`src/rtl/acsp_pkg.sv`:
```
// rtl/acsp_pkg.sv - shared readout state type, byte-count helper and watchdog default
package acsp_pkg;

    localparam int DEFAULT_TIMEOUT_CYCLES = 65535;

    typedef enum logic [2:0] {
        IDLE      = 3'd0,
        FETCH     = 3'd1,
        WAIT_DATA = 3'd2,
        SEND      = 3'd3,
        WAIT_HI   = 3'd4,
        WAIT_LO   = 3'd5,
        DONE      = 3'd6
    } readout_state_t;

    function automatic int bytes_per_sample(input int width);
        return (width + 7) / 8;
    endfunction

endpackage

```
`src/rtl/tx_byte_handshake.sv`:
```
// rtl/tx_byte_handshake.sv - one-byte UART handshake (SEND/WAIT_HI/WAIT_LO), optional READOUT_TIMEOUT_EN watchdog
module tx_byte_handshake
    import acsp_pkg::*;
#(
    parameter int TIMEOUT_CYCLES = DEFAULT_TIMEOUT_CYCLES
) (
    input  logic       clock,
    input  logic       reset_n,
    input  logic       i_abort,
    input  logic       i_byte_req,
    input  logic [7:0] i_byte,
    input  logic       i_tx_busy,
    output logic       o_tx_start,
    output logic [7:0] o_tx_byte,
    output logic       o_byte_done,
    output logic       o_timeout_hit
);

    readout_state_t r_state;
    readout_state_t w_next;
    logic           r_tx_start;
    logic [7:0]     r_tx_byte;
    logic           w_issue;
    logic           w_byte_done;
    logic           w_timeout;
    logic           w_tmo_hit;

`ifdef READOUT_TIMEOUT_EN
    logic [31:0] r_tmo_cnt;

    // watchdog: cycles spent in the current wait state, restarting on every state change
    always_ff @(posedge clock) begin
        if (!reset_n) begin
            r_tmo_cnt <= '0;
        end else if (w_next != r_state) begin
            r_tmo_cnt <= '0;
        end else if (r_state == WAIT_HI || r_state == WAIT_LO) begin
            r_tmo_cnt <= r_tmo_cnt + 32'd1;
        end
    end

    assign w_tmo_hit = (r_state == WAIT_HI || r_state == WAIT_LO) &&
                       (r_tmo_cnt == 32'(TIMEOUT_CYCLES - 1));
`else
    // no watchdog: the limit only feeds this always-false compare
    assign w_tmo_hit = (TIMEOUT_CYCLES < 0);
`endif

    // byte finished: UART dropped busy after accepting the request
    assign w_byte_done = (r_state == WAIT_LO) && !i_tx_busy && !i_abort;

    // watchdog only fires while the awaited busy edge has not arrived
    assign w_timeout = w_tmo_hit && !i_abort &&
                       (((r_state == WAIT_HI) && !i_tx_busy) ||
                        ((r_state == WAIT_LO) &&  i_tx_busy));

    assign o_byte_done   = w_byte_done;
    assign o_timeout_hit = w_timeout;
    assign o_tx_start    = r_tx_start;
    assign o_tx_byte     = r_tx_byte;

    // next handshake state; a request arriving with byte_done chains straight into SEND
    always_comb begin
        w_next  = r_state;
        w_issue = 1'b0;
        case (r_state)
            IDLE: begin
                if (i_byte_req) w_next = SEND;
            end
            SEND: begin
                if (!i_tx_busy) begin
                    w_issue = 1'b1;
                    w_next  = WAIT_HI;
                end
            end
            WAIT_HI: begin
                if (i_tx_busy)      w_next = WAIT_LO;
                else if (w_timeout) w_next = IDLE;
            end
            WAIT_LO: begin
                if (w_byte_done)    w_next = i_byte_req ? SEND : IDLE;
                else if (w_timeout) w_next = IDLE;
            end
            default: w_next = IDLE;
        endcase
        if (i_abort) begin
            w_next  = IDLE;
            w_issue = 1'b0;
        end
    end

    // state register and registered UART request; the byte holds until the next request
    always_ff @(posedge clock) begin
        if (!reset_n) begin
            r_state    <= IDLE;
            r_tx_start <= 1'b0;
            r_tx_byte  <= 8'h00;
        end else begin
            r_state    <= w_next;
            r_tx_start <= w_issue;
            if (w_issue) r_tx_byte <= i_byte;
        end
    end

endmodule

```
`src/rtl/sample_readout.sv`:
```
// rtl/sample_readout.sv - sample FIFO to UART readout sequencer, optional READOUT_TIMEOUT_EN watchdog
module sample_readout
    import acsp_pkg::*;
#(
    parameter int SAMPLE_WIDTH   = 8,
    parameter int COUNT_WIDTH    = 16,
    parameter int TIMEOUT_CYCLES = DEFAULT_TIMEOUT_CYCLES
) (
    input  logic                    clock,
    input  logic                    reset_n,
    input  logic                    start,
    input  logic                    abort,
    input  logic [COUNT_WIDTH-1:0]  read_count,
    output logic                    fifo_en,
    output logic                    fifo_rnw,
    input  logic                    fifo_empty,
    input  logic                    fifo_valid,
    input  logic [SAMPLE_WIDTH-1:0] fifo_data,
    input  logic                    tx_busy,
    output logic                    tx_start,
    output logic [7:0]              tx_byte,
    output logic                    busy,
    output logic                    done,
    output logic                    underrun,
    output logic                    timeout,
    output logic [COUNT_WIDTH-1:0]  sent_count
);

    localparam int BYTES = bytes_per_sample(SAMPLE_WIDTH);
    localparam int IDX_W = (BYTES > 1) ? $clog2(BYTES) : 1;
    localparam int PAD_W = BYTES * 8;
    localparam logic [IDX_W-1:0] LAST_IDX = IDX_W'(BYTES - 1);

    // outer FSM uses SEND for the whole byte handshake; the sub-module tracks WAIT_HI/WAIT_LO
    readout_state_t          r_state;
    readout_state_t          w_next;
    logic [COUNT_WIDTH-1:0]  r_count;
    logic [COUNT_WIDTH-1:0]  r_sent_count;
    logic [COUNT_WIDTH-1:0]  w_sent_inc;
    logic [SAMPLE_WIDTH-1:0] r_sample;
    logic [IDX_W-1:0]        r_byte_idx;
    logic [PAD_W-1:0]        w_padded;
    logic [7:0]              w_cur_byte;
    logic                    r_fifo_en;
    logic                    r_busy;
    logic                    r_done;
    logic                    r_underrun;
    logic                    w_accept;
    logic                    w_fetch;
    logic                    w_underrun_set;
    logic                    w_latch;
    logic                    w_byte_req;
    logic                    w_idx_inc;
    logic                    w_sample_done;
    logic                    w_hs_done;
    logic                    w_hs_timeout;

    assign w_sent_inc = r_sent_count + COUNT_WIDTH'(1);
    assign w_padded   = PAD_W'(r_sample);
    assign w_cur_byte = w_padded[{r_byte_idx, 3'b000} +: 8];

    assign fifo_en    = r_fifo_en;
    assign fifo_rnw   = 1'b1;
    assign busy       = r_busy;
    assign done       = r_done;
    assign underrun   = r_underrun;
    assign sent_count = r_sent_count;

    tx_byte_handshake #(
        .TIMEOUT_CYCLES (TIMEOUT_CYCLES)
    ) u_hs (
        .clock         (clock),
        .reset_n       (reset_n),
        .i_abort       (abort),
        .i_byte_req    (w_byte_req),
        .i_byte        (w_cur_byte),
        .i_tx_busy     (tx_busy),
        .o_tx_start    (tx_start),
        .o_tx_byte     (tx_byte),
        .o_byte_done   (w_hs_done),
        .o_timeout_hit (w_hs_timeout)
    );

    // next state and per-cycle strobes; abort overrides everything
    always_comb begin
        w_next         = r_state;
        w_accept       = 1'b0;
        w_fetch        = 1'b0;
        w_underrun_set = 1'b0;
        w_latch        = 1'b0;
        w_byte_req     = 1'b0;
        w_idx_inc      = 1'b0;
        w_sample_done  = 1'b0;
        case (r_state)
            IDLE: begin
                if (start) begin
                    w_accept = 1'b1;
                    w_next   = (read_count == '0) ? DONE : FETCH;
                end
            end
            FETCH: begin
                if (fifo_empty) begin
                    w_underrun_set = 1'b1;
                    w_next         = DONE;
                end else begin
                    w_fetch = 1'b1;
                    w_next  = WAIT_DATA;
                end
            end
            WAIT_DATA: begin
                if (fifo_valid) begin
                    w_latch    = 1'b1;
                    w_byte_req = 1'b1;
                    w_next     = SEND;
                end
            end
            SEND: begin
                if (w_hs_timeout) begin
                    w_next = DONE;
                end else if (w_hs_done) begin
                    if (r_byte_idx != LAST_IDX) begin
                        w_idx_inc  = 1'b1;
                        w_byte_req = 1'b1;
                    end else begin
                        w_sample_done = 1'b1;
                        w_next        = (w_sent_inc == r_count) ? DONE : FETCH;
                    end
                end
            end
            DONE: begin
                w_next = IDLE;
            end
            default: w_next = IDLE;
        endcase
        if (abort) begin
            w_next         = IDLE;
            w_accept       = 1'b0;
            w_fetch        = 1'b0;
            w_underrun_set = 1'b0;
            w_latch        = 1'b0;
            w_byte_req     = 1'b0;
            w_idx_inc      = 1'b0;
            w_sample_done  = 1'b0;
        end
    end

    // state, counters, latched sample and registered status outputs
    always_ff @(posedge clock) begin
        if (!reset_n) begin
            r_state      <= IDLE;
            r_count      <= '0;
            r_sent_count <= '0;
            r_sample     <= '0;
            r_byte_idx   <= '0;
            r_fifo_en    <= 1'b0;
            r_busy       <= 1'b0;
            r_done       <= 1'b0;
            r_underrun   <= 1'b0;
        end else begin
            r_state   <= w_next;
            r_fifo_en <= w_fetch;
            r_busy    <= (w_next != IDLE);
            r_done    <= (r_state == DONE) && !abort;
            if (w_accept) begin
                r_count      <= read_count;
                r_sent_count <= '0;
                r_underrun   <= 1'b0;
            end
            if (w_underrun_set) r_underrun <= 1'b1;
            if (w_latch) begin
                r_sample   <= fifo_data;
                r_byte_idx <= '0;
            end
            if (w_idx_inc) r_byte_idx <= r_byte_idx + IDX_W'(1);
            if (w_sample_done) begin
                r_byte_idx <= '0;
                if (r_sent_count != '1) r_sent_count <= w_sent_inc;
            end
        end
    end

`ifdef READOUT_TIMEOUT_EN
    logic r_timeout;

    // sticky watchdog flag, cleared when a new readout is accepted
    always_ff @(posedge clock) begin
        if (!reset_n) begin
            r_timeout <= 1'b0;
        end else if (w_accept) begin
            r_timeout <= 1'b0;
        end else if (r_state == SEND && w_hs_timeout && !abort) begin
            r_timeout <= 1'b1;
        end
    end

    assign timeout = r_timeout;
`else
    assign timeout = 1'b0;
`endif

endmodule

```
`config.mk`:
```
export PLATFORM = sky130hd
export DESIGN_NAME = sample_readout
export DESIGN_NICKNAME = d
export VERILOG_FILES = /design/src/rtl/acsp_pkg.sv /design/src/rtl/tx_byte_handshake.sv /design/src/rtl/sample_readout.sv
export SDC_FILE = /design/constraint.sdc
export NUM_CORES = 1
export LEC_CHECK = 0
export BUFFER_PORTS_ARGS = -buffer_cell sky130_fd_sc_hd__buf_4
export CAP_MARGIN = 20
export CORE_MARGIN = 8
export CORE_UTILIZATION = 55
export DETAILED_ROUTE_END_ITERATION = 8
export GPL_ROUTABILITY_DRIVEN = 0
export PLACE_DENSITY = 0.77
export SETUP_SLACK_MARGIN = 0.02
export SYNTH_ARGS = -nofsm -noshare
export SYNTH_HDL_FRONTEND = slang
export SYNTH_SLANG_ARGS = --single-unit
```
`constraint.sdc`:
```
create_clock -name clock -period 2.5 [get_ports clock]
set_clock_uncertainty 0.15 [all_clocks]
set_input_delay 0.5 -clock clock [delete_from_list [all_inputs] [get_ports clock]]
set_output_delay 0.5 -clock clock [all_outputs]
set_load 0.02 [all_outputs]
```
==> out/summary.md, run 1 <==
The tools report the net count after synthesis as 401. After floorplanning, the core was divided into 27 placement rows. Averaged over all synthesized cells, the footprint is 8.246 um2. Once detail routing completed, the nets flagged for antenna violations numbered 0. Once the floorplan was initialized, standard cells occupied 55.95% of the core. The Yosys step of the flow raised 0 warnings. The worst register-to-register path has a depth of 6. Dividing total power by cell area gives a power density of 553.3 nW/um2. Dividing the final minimum period by the clock period gives 91.74%.

The die covers 8169 um2. The start point of the worst min-delay path was fifo_empty. The tools report the worst hold margin as 0.1976 ns. The first global-routing pass estimated 14.20 mm of wire. The count of buffers added on input and output ports is 59. The tools report the leakage power as 1.563 nW. The largest single stage delay on the critical path is 0.53 ns. After filler insertion, the fill cell instance count of the layout stands at 454. The share of final-layout standard cells stronger than drive strength 1 is 23.64%. The count of cells in the finished layout, fillers not included, comes to 512. Max-cap violations in this run came to 0.

The number of DRC violations after detailed routing was 0; the total congestion overflow was 0. Across all register-to-register paths, the minimum setup slack is 0.21 ns. At the placement stage, the worst setup path has a slack of 0.1234 ns.

The core footprint was 5439 um2; the floorplan die height was 90.38 um. For the part of the Yosys area used for sequential elements, the log shows 39.47%. The clock reaches the later pin of the worst-skew pair after 0.35 ns.

The worst setup path is captured at a register. The highest net fanout along the worst path was 9; the achievable frequency was 436.0 MHz. Among all flip-flop cells after synthesis, the most frequent one is sky130_fd_sc_hd__dfxtp_1. Across the VDD grid, the largest voltage drop is 0.0003978 V. The initial antenna violation count was 0.

TritonCTS built the clock tree. The tree built by TritonCTS fans out to 60 sinks. The number of failing setup endpoints in the final timing report came out at 0. The worst hold path terminates at fifo_en. The final count of hold timing violations is 0. In this run the clock root is driven by a sky130_fd_sc_hd__clkbuf_8.

For the pin with the worst max-slew slack, the measured transition is 0.6703 ns. Setup repair after global routing left no endpoint under its margin. Count of pins on the block boundary: 62. The flow ran to the end, and the final reports show no timing, DRC or antenna violations. The via count was 3014; the area overhead of the layout relative to synthesis was 26.44%. For this design, the slowest cell found on the critical path is sky130_fd_sc_hd__dfxtp_1.

The post-CTS setup buffer count was 0; the maximum root-to-sink buffer count was 2. The tools report the setup TNS as 0 ns. Data on the critical path arrives at its endpoint at 2.43 ns.

The synthesized netlist occupies a cell area of 3043 um2. For the end-of-flow core utilization, the log shows 70.74%. The startpoint of the most critical register-to-register path was sent_count[6].

Clock-pin slew was measured on the worst setup and hold paths at 0.07 ns. The flip-flop and latch count after synthesis was 60. The tightest min-delay check is of the in -> reg type. Detailed router's first-iteration violation count: 372.

The most critical setup path has its startpoint at sent_count[6]. The tools report the half-perimeter wire length after detailed placement as 6.233 mm. The critical path goes through nand4_4, nor2_1, a31o_2, nand2_1, a21boi_0, o21a_1. The overall die width works out to 90.38 um. The number of clock buffers added by TritonCTS is 9.

Dividing the detail-routed wire length by the instance count gives 16.60 um. The minimum setup slack in the final design came out at 0.2066 ns. The number of placed instances, taps included, is 496.

The first detailed-routing pass ran for 5 iterations. In the layout the commonest cells are 78 x sky130_fd_sc_hd__buf_4, 60 x sky130_fd_sc_hd__dfxtp_1, 51 x sky130_fd_sc_hd__nand2_1. Entering global routing, the biggest net connects 40 pins.

Counting distinct cell types in the post-synthesis netlist gives 51. Data on the critical path is required at its endpoint by 2.64 ns. Counting instances, the worst hold path has a depth of 2. The count of flip-flops with a built-in enable after synthesis was 0. The number of global-route vias before repair is 2954.

The worst register-to-register path ends at sent_count[4]. The final wirelength was 8.501 mm; the vias per cell was 5.887. The clock period minus worst slack is 2.293 ns, and the diode insertion count for antenna repair is 0. The logs give 0 for the count of final max-slew check failures and 3 for the level count of the clock H-tree. In the global route stage, overall resource usage came out at 20.97%. After synthesis, the share of flip-flops with an asynchronous set or reset is 0%. The worst pin sits at a relative slew slack of 55.31%. The number of cells produced by synthesis came out at 369. The final layout contains 467 nets. The commonest non-fill, non-tap cell in the layout is sky130_fd_sc_hd__buf_4.

The worst setup path is of the reg -> reg kind. STA classifies the critical path startpoint as a register.
cell type report:
type	count	area, um2	share of cell area, %
clock buffer	10	137.6	3.577
clock inverter	6	86.33	2.244
inverter	4	15.01	0.3902
multi-input combinational	282	1732	45.01
sequential	60	1201	31.22
tap	72	90.09	2.341
timing repair buffer	78	585.6	15.22
power breakdown:
group / internal, mW / leakage, nW / switching, mW
clock network: 0.588 / 0.113 / 0.397
logic: 0.0725 / 0.965 / 0.0833
registers: 0.971 / 0.485 / 0.0169
layer usage:
layer	up-vias	routed length, um	GRT usage [%]
met5	-	0	0
met4	0	166	8.183
met3	19	751	6.401
met2	143	3864	31.72
met1	1397	3718	27.15
li1	1455	-	-
sequential cells by signal (all words and copies together) (netlist names):
name	cells
r_count	16
sent_count	16
r_sample	8
u_hs.o_tx_byte	8
r_state	3
u_hs.r_state	3
busy	1
done	1
fifo_en	1
r_byte_idx	1
u_hs.o_tx_start	1
underrun	1
stage by stage:
stage               power, mW  cell area, um2
global route            2.205            3847
CTS                     2.136            3846
floorplan               1.089            3043
detailed placement      1.162            3622
finish                  2.129            3847
global placement        1.159            3622
synth_stat cells (2+ instances only):
library cell                count  area share, %
sky130_fd_sc_hd__xnor2_1       12            3.5
sky130_fd_sc_hd__a21oi_1       37            6.1
sky130_fd_sc_hd__nand4_4        2            1.4
sky130_fd_sc_hd__o2111ai_1      2           0.58
sky130_fd_sc_hd__or3_1          4           0.82
sky130_fd_sc_hd__a211oi_1       3           0.74
sky130_fd_sc_hd__a21boi_0       3           0.74
sky130_fd_sc_hd__dfxtp_1       60             39
sky130_fd_sc_hd__a22o_1         8            2.3
sky130_fd_sc_hd__and3_1         4           0.82
sky130_fd_sc_hd__buf_2          7            1.2
sky130_fd_sc_hd__nor4_1         7            1.4
sky130_fd_sc_hd__nor3_1        10            1.6
sky130_fd_sc_hd__clkbuf_1      14            1.7
sky130_fd_sc_hd__a311oi_1       3           0.86
sky130_fd_sc_hd__nand2b_1       4           0.82
sky130_fd_sc_hd__nand4_1        7            1.4
sky130_fd_sc_hd__nand2_1       51            6.3
sky130_fd_sc_hd__buf_4          2           0.49
sky130_fd_sc_hd__nor2b_1        7            1.4
sky130_fd_sc_hd__nor4_4         2            1.4
sky130_fd_sc_hd__xor2_1         7            2.0
sky130_fd_sc_hd__nand3_1        9            1.5
sky130_fd_sc_hd__o21ai_0       17            2.8
sky130_fd_sc_hd__nand4b_1       2           0.58
sky130_fd_sc_hd__or4_1          3           0.74
sky130_fd_sc_hd__a31oi_1        4           0.82
sky130_fd_sc_hd__nor4b_1        2           0.58
sky130_fd_sc_hd__conb_1         2           0.25
sky130_fd_sc_hd__nand3b_1       3           0.74
sky130_fd_sc_hd__o31ai_1        3           0.74
sky130_fd_sc_hd__nor2_1        32            3.9
sky130_fd_sc_hd__o21a_1         4           0.99
sky130_fd_sc_hd__and2_1         2           0.41
sky130_fd_sc_hd__mux2i_1       10            3.3
sky130_fd_sc_hd__a31o_2         2           0.58
sky130_fd_sc_hd__inv_1          4           0.49
critical path: cells and delay by family, from the launching register on:
| family | cells | cell delay [ns] |
|---|---|---|
| AO/OA/AOI/OAI | 3 | 0.74 |
| AND/OR/NAND/NOR | 3 | 0.82 |
| flip-flops | 1 | 0.53 |
kinds of logic (layout without fill, tap and decap cells):
family	Yosys count	count (layout)	synth area share (%)
AND/OR/NAND/NOR	157	157	27.96
AO/OA/AOI/OAI	93	93	19.29
flip-flops	60	60	39.47
buffers and inverters	27	98	3.865
XOR/XNOR	19	19	5.469
multiplexers	10	10	3.290
other	2	2	0.2468
adder cells (fa/ha/maj)	1	1	0.4111
how the worst max path moves through the flow:
stage	endpoint	slack, ns	depth (start not counted)
after floorplan	r_state[0]	0.05	7
after global placement	r_state[0]	0.19	7
after detailed placement	sent_count[9]	0.12	7
after CTS	r_state[0]	0.18	7
after global routing	r_state[0]	0.05	7
final	sent_count[4]	0.21	6
timing repair:
action                                  4_1_cts  5_1_grt
hold buffers                                  0        0
endpoints found under the hold margin         0        0
gates resized for setup                       0        1
endpoints found under the setup margin        0        2
Power figures use the tool's default switching activity.
==> run 2: changes to the inputs <==
- CORE_MARGIN: 8 -> 2
==> run 2 against run 1 <==
  * Critical path depth shrank 1
  * Via count shrank 0.56%
  * First-iteration DRC count shrank 43%
  * Wire length shrank 6.3%
  * Die area shrank 25%
  * Sequential share of layout area grew 0.13 points
  * Clock power shrank 7.9%
  * Non-clock buffer count shrank 2
  * Worst setup slack lost 0.022 ns
  * Largest cell class unchanged
==> out/summary.md, run 2 (synthesized netlist as in run 1, its figures left out) <==
The flow ran to the end, and the final reports show no timing, DRC or antenna violations. For the minimum setup slack in the final design, the log shows 0.1846 ns (-0.02200 ns). The number of global-route vias before repair was 2739 (-7.3%); the source-to-sink clock delay at the later pin of the worst-skew pair was 0.35 ns (about the same). The total congestion overflow was 0 (unchanged); the diode insertion count for antenna repair was 0 (unchanged). TritonCTS built the clock tree.

The final cycle utilization of the critical path was 92.62% (+0.88 points). The run gives 27.54% (+6.6 points) as the overall track demand over capacity in global routing. The global-route wire length before repair was 13.26 mm (-6.6%); the via count was 2997 (-0.56%).

The clock period minus worst slack was 2.315 ns (+0.02200 ns); the detailed router's first-iteration violation count was 212 (-43%). The total power divided by cell area is 534.8 nW/um2 (-3.3%). The reported max-cap violation count came out at 0 (unchanged). The instance count after placement with tap cells included was 494 (-0.40%); the pin count of the biggest net entering global routing was 40 (unchanged). The worst path arrival time was 2.40 ns (-0.03 ns); the half-perimeter wire length after detailed placement was 5.873 mm (-5.8%). The share of final-layout standard cells stronger than drive strength 1 came out at 23.97% (+0.34 points). The maximum resistive drop on vdd was 0.0005241 V (+32%). The highest net fanout along the worst path was 9 (unchanged). Leaving out fill and tap cells, the most frequent cells in the layout are 76 x sky130_fd_sc_hd__buf_4, 60 x sky130_fd_sc_hd__dfxtp_1, 51 x sky130_fd_sc_hd__nand2_1. The detailed-router iteration count before antenna repair is 5 (unchanged), and the number of I/O port buffers is 59 (unchanged). The worst setup path is launched from a register.

The instance area after placement was 3607 um2 (-0.41%). The run gives 0 (unchanged) as the number of failing setup endpoints in the final timing report. The kind of critical path is reg -> reg. The leakage power is 1.543 nW (-1.3%), and the number of filler instances in the final layout is 452 (-0.44%). The run gives 0 (unchanged) as the initial antenna violation count. The tools report the TritonCTS sink count as 60 (unchanged).

The tools report the data required time of the worst path as 2.58 ns (-0.06 ns). The area overhead of the layout relative to synthesis was 25.90%. For the core footprint, the log shows 5439 um2 (unchanged). The tools report the type of element capturing the critical path as a register. The level count of the clock H-tree was 3 (unchanged); the overall die width was 78.38 um (-13%). The logs give 465 (-0.43%) for the post-layout net count and 0.08118 ns (-0.04217 ns) for the worst setup timing slack at the placement stage. The slew at the pin with the worst max-slew slack was 0.6860 ns (+0.01564 ns); the setup TNS was 0 ns (unchanged). The run gives 9 (unchanged) as the total CTS buffers.

Setup repair after global routing could not meet its margin everywhere. The post-detailed-route count of antenna-violating nets is 0 (unchanged). The tools report the number of DRC violations after detailed routing as 0 (unchanged). The clock-pin slew on the worst setup and hold paths is 0.07 ns (about the same). Final count of hold timing violations: 0 (unchanged).

The final wirelength is 7.967 mm (-6.3%). The row count came out at 27 (unchanged). The achievable frequency came out at 431.9 MHz (-0.95%).

The die footprint is 6143 um2 (-25%). The run gives 55.95% (unchanged) as the starting density of the core. The wire length per cell after detailed routing is 15.62 um (-5.9%). The count of pins on the block boundary came out at 62 (unchanged). The post-layout instance area is 3831 um2 (-0.42%).

The end-of-flow core utilization came out at 70.44% (-0.30 points). The min-delay analysis places its worst path in the category in -> reg. The library cell used most frequently in the layout, excluding fill and tap cells, is sky130_fd_sc_hd__buf_4.

The floorplan die height is 78.38 um (-13%), and the number of standard cells in the layout, taps in and fillers out is 510 (-0.39%). The vias per cell is 5.876 (-0.17%), and the count of final max-slew check failures is 0 (unchanged). The worst relative slew slack came out at 54.27% (-1.0 points). The run gives 2 (unchanged) as the maximum root-to-sink buffer count.

Cell chosen for the clock root: sky130_fd_sc_hd__clkbuf_8. Number of buffers inserted by hold repair at cts: 0 (unchanged).
-- run 2: worst max-delay path, cell delays in order, from the launching register on --
cell	delay (ns)
sky130_fd_sc_hd__dfxtp_1	0.52
sky130_fd_sc_hd__nand4_4	0.27
sky130_fd_sc_hd__nor4_4	0.38
sky130_fd_sc_hd__xnor2_1	0.16
sky130_fd_sc_hd__or4_1	0.54
sky130_fd_sc_hd__o21ba_1	0.18
-- run 2: report_power, final --
part / internal [mW] / leakage [nW] / total, mW / switching [mW]
Combinational: 0.0708 / 0.958 / 0.156 / 0.0855
Clock: 0.493 / 0.0991 / 0.907 / 0.414
Sequential: 0.971 / 0.485 / 0.986 / 0.0145
-- run 2: cell type report --
class / count / area [um2] / share of cell area [%]
clock buffers: 10 / 137.6 / 3.592
well taps: 72 / 90.09 / 2.351
multi-input cells: 282 / 1745 / 45.56
flip-flops and latches: 60 / 1201 / 31.35
repair buffers: 76 / 570.5 / 14.89
inverters: 4 / 15.01 / 0.3919
clock inverters: 6 / 71.32 / 1.862
-- run 2: worst paths after layout --
path	from	to	slack, ns	cells after the start
worst max-delay path	sent_count[8]	r_state[0]	0.18	5
worst min-delay path	fifo_empty	fifo_en	0.19	2
worst max register to register	sent_count[8]	r_state[0]	0.18	5
worst min register to register	r_sample[4]	u_hs.o_tx_byte[4]	0.32	1
-- run 2: metal layers --
layer  vias to the layer above  routed length (um)  track usage [%]
met5                         -                   0                0
met4                         0                 154            9.298
met3                        16                 580            8.506
met2                       120                3711            42.41
met1                      1408                3521            36.79
li1                       1453                   -                -
-- run 2: stage by stage --
| stage | hold slack [ns] | total power, mW |
|---|---|---|
| 2_1_floorplan | 0.2909 | 1.089 |
| 3_3_place_gp | 0.2950 | 1.155 |
| 3_5_place_dp | 0.3053 | 1.158 |
| 4_1_cts | 0.1815 | 2.054 |
| 5_1_grt | 0.1876 | 2.120 |
| 6_report | 0.1910 | 2.049 |
-- run 2: repair_timing --
action / in CTS / in global routing
buffers inserted: 0 / 0
gates resized for setup: 0 / 4
endpoints found under the setup margin: 0 / 10
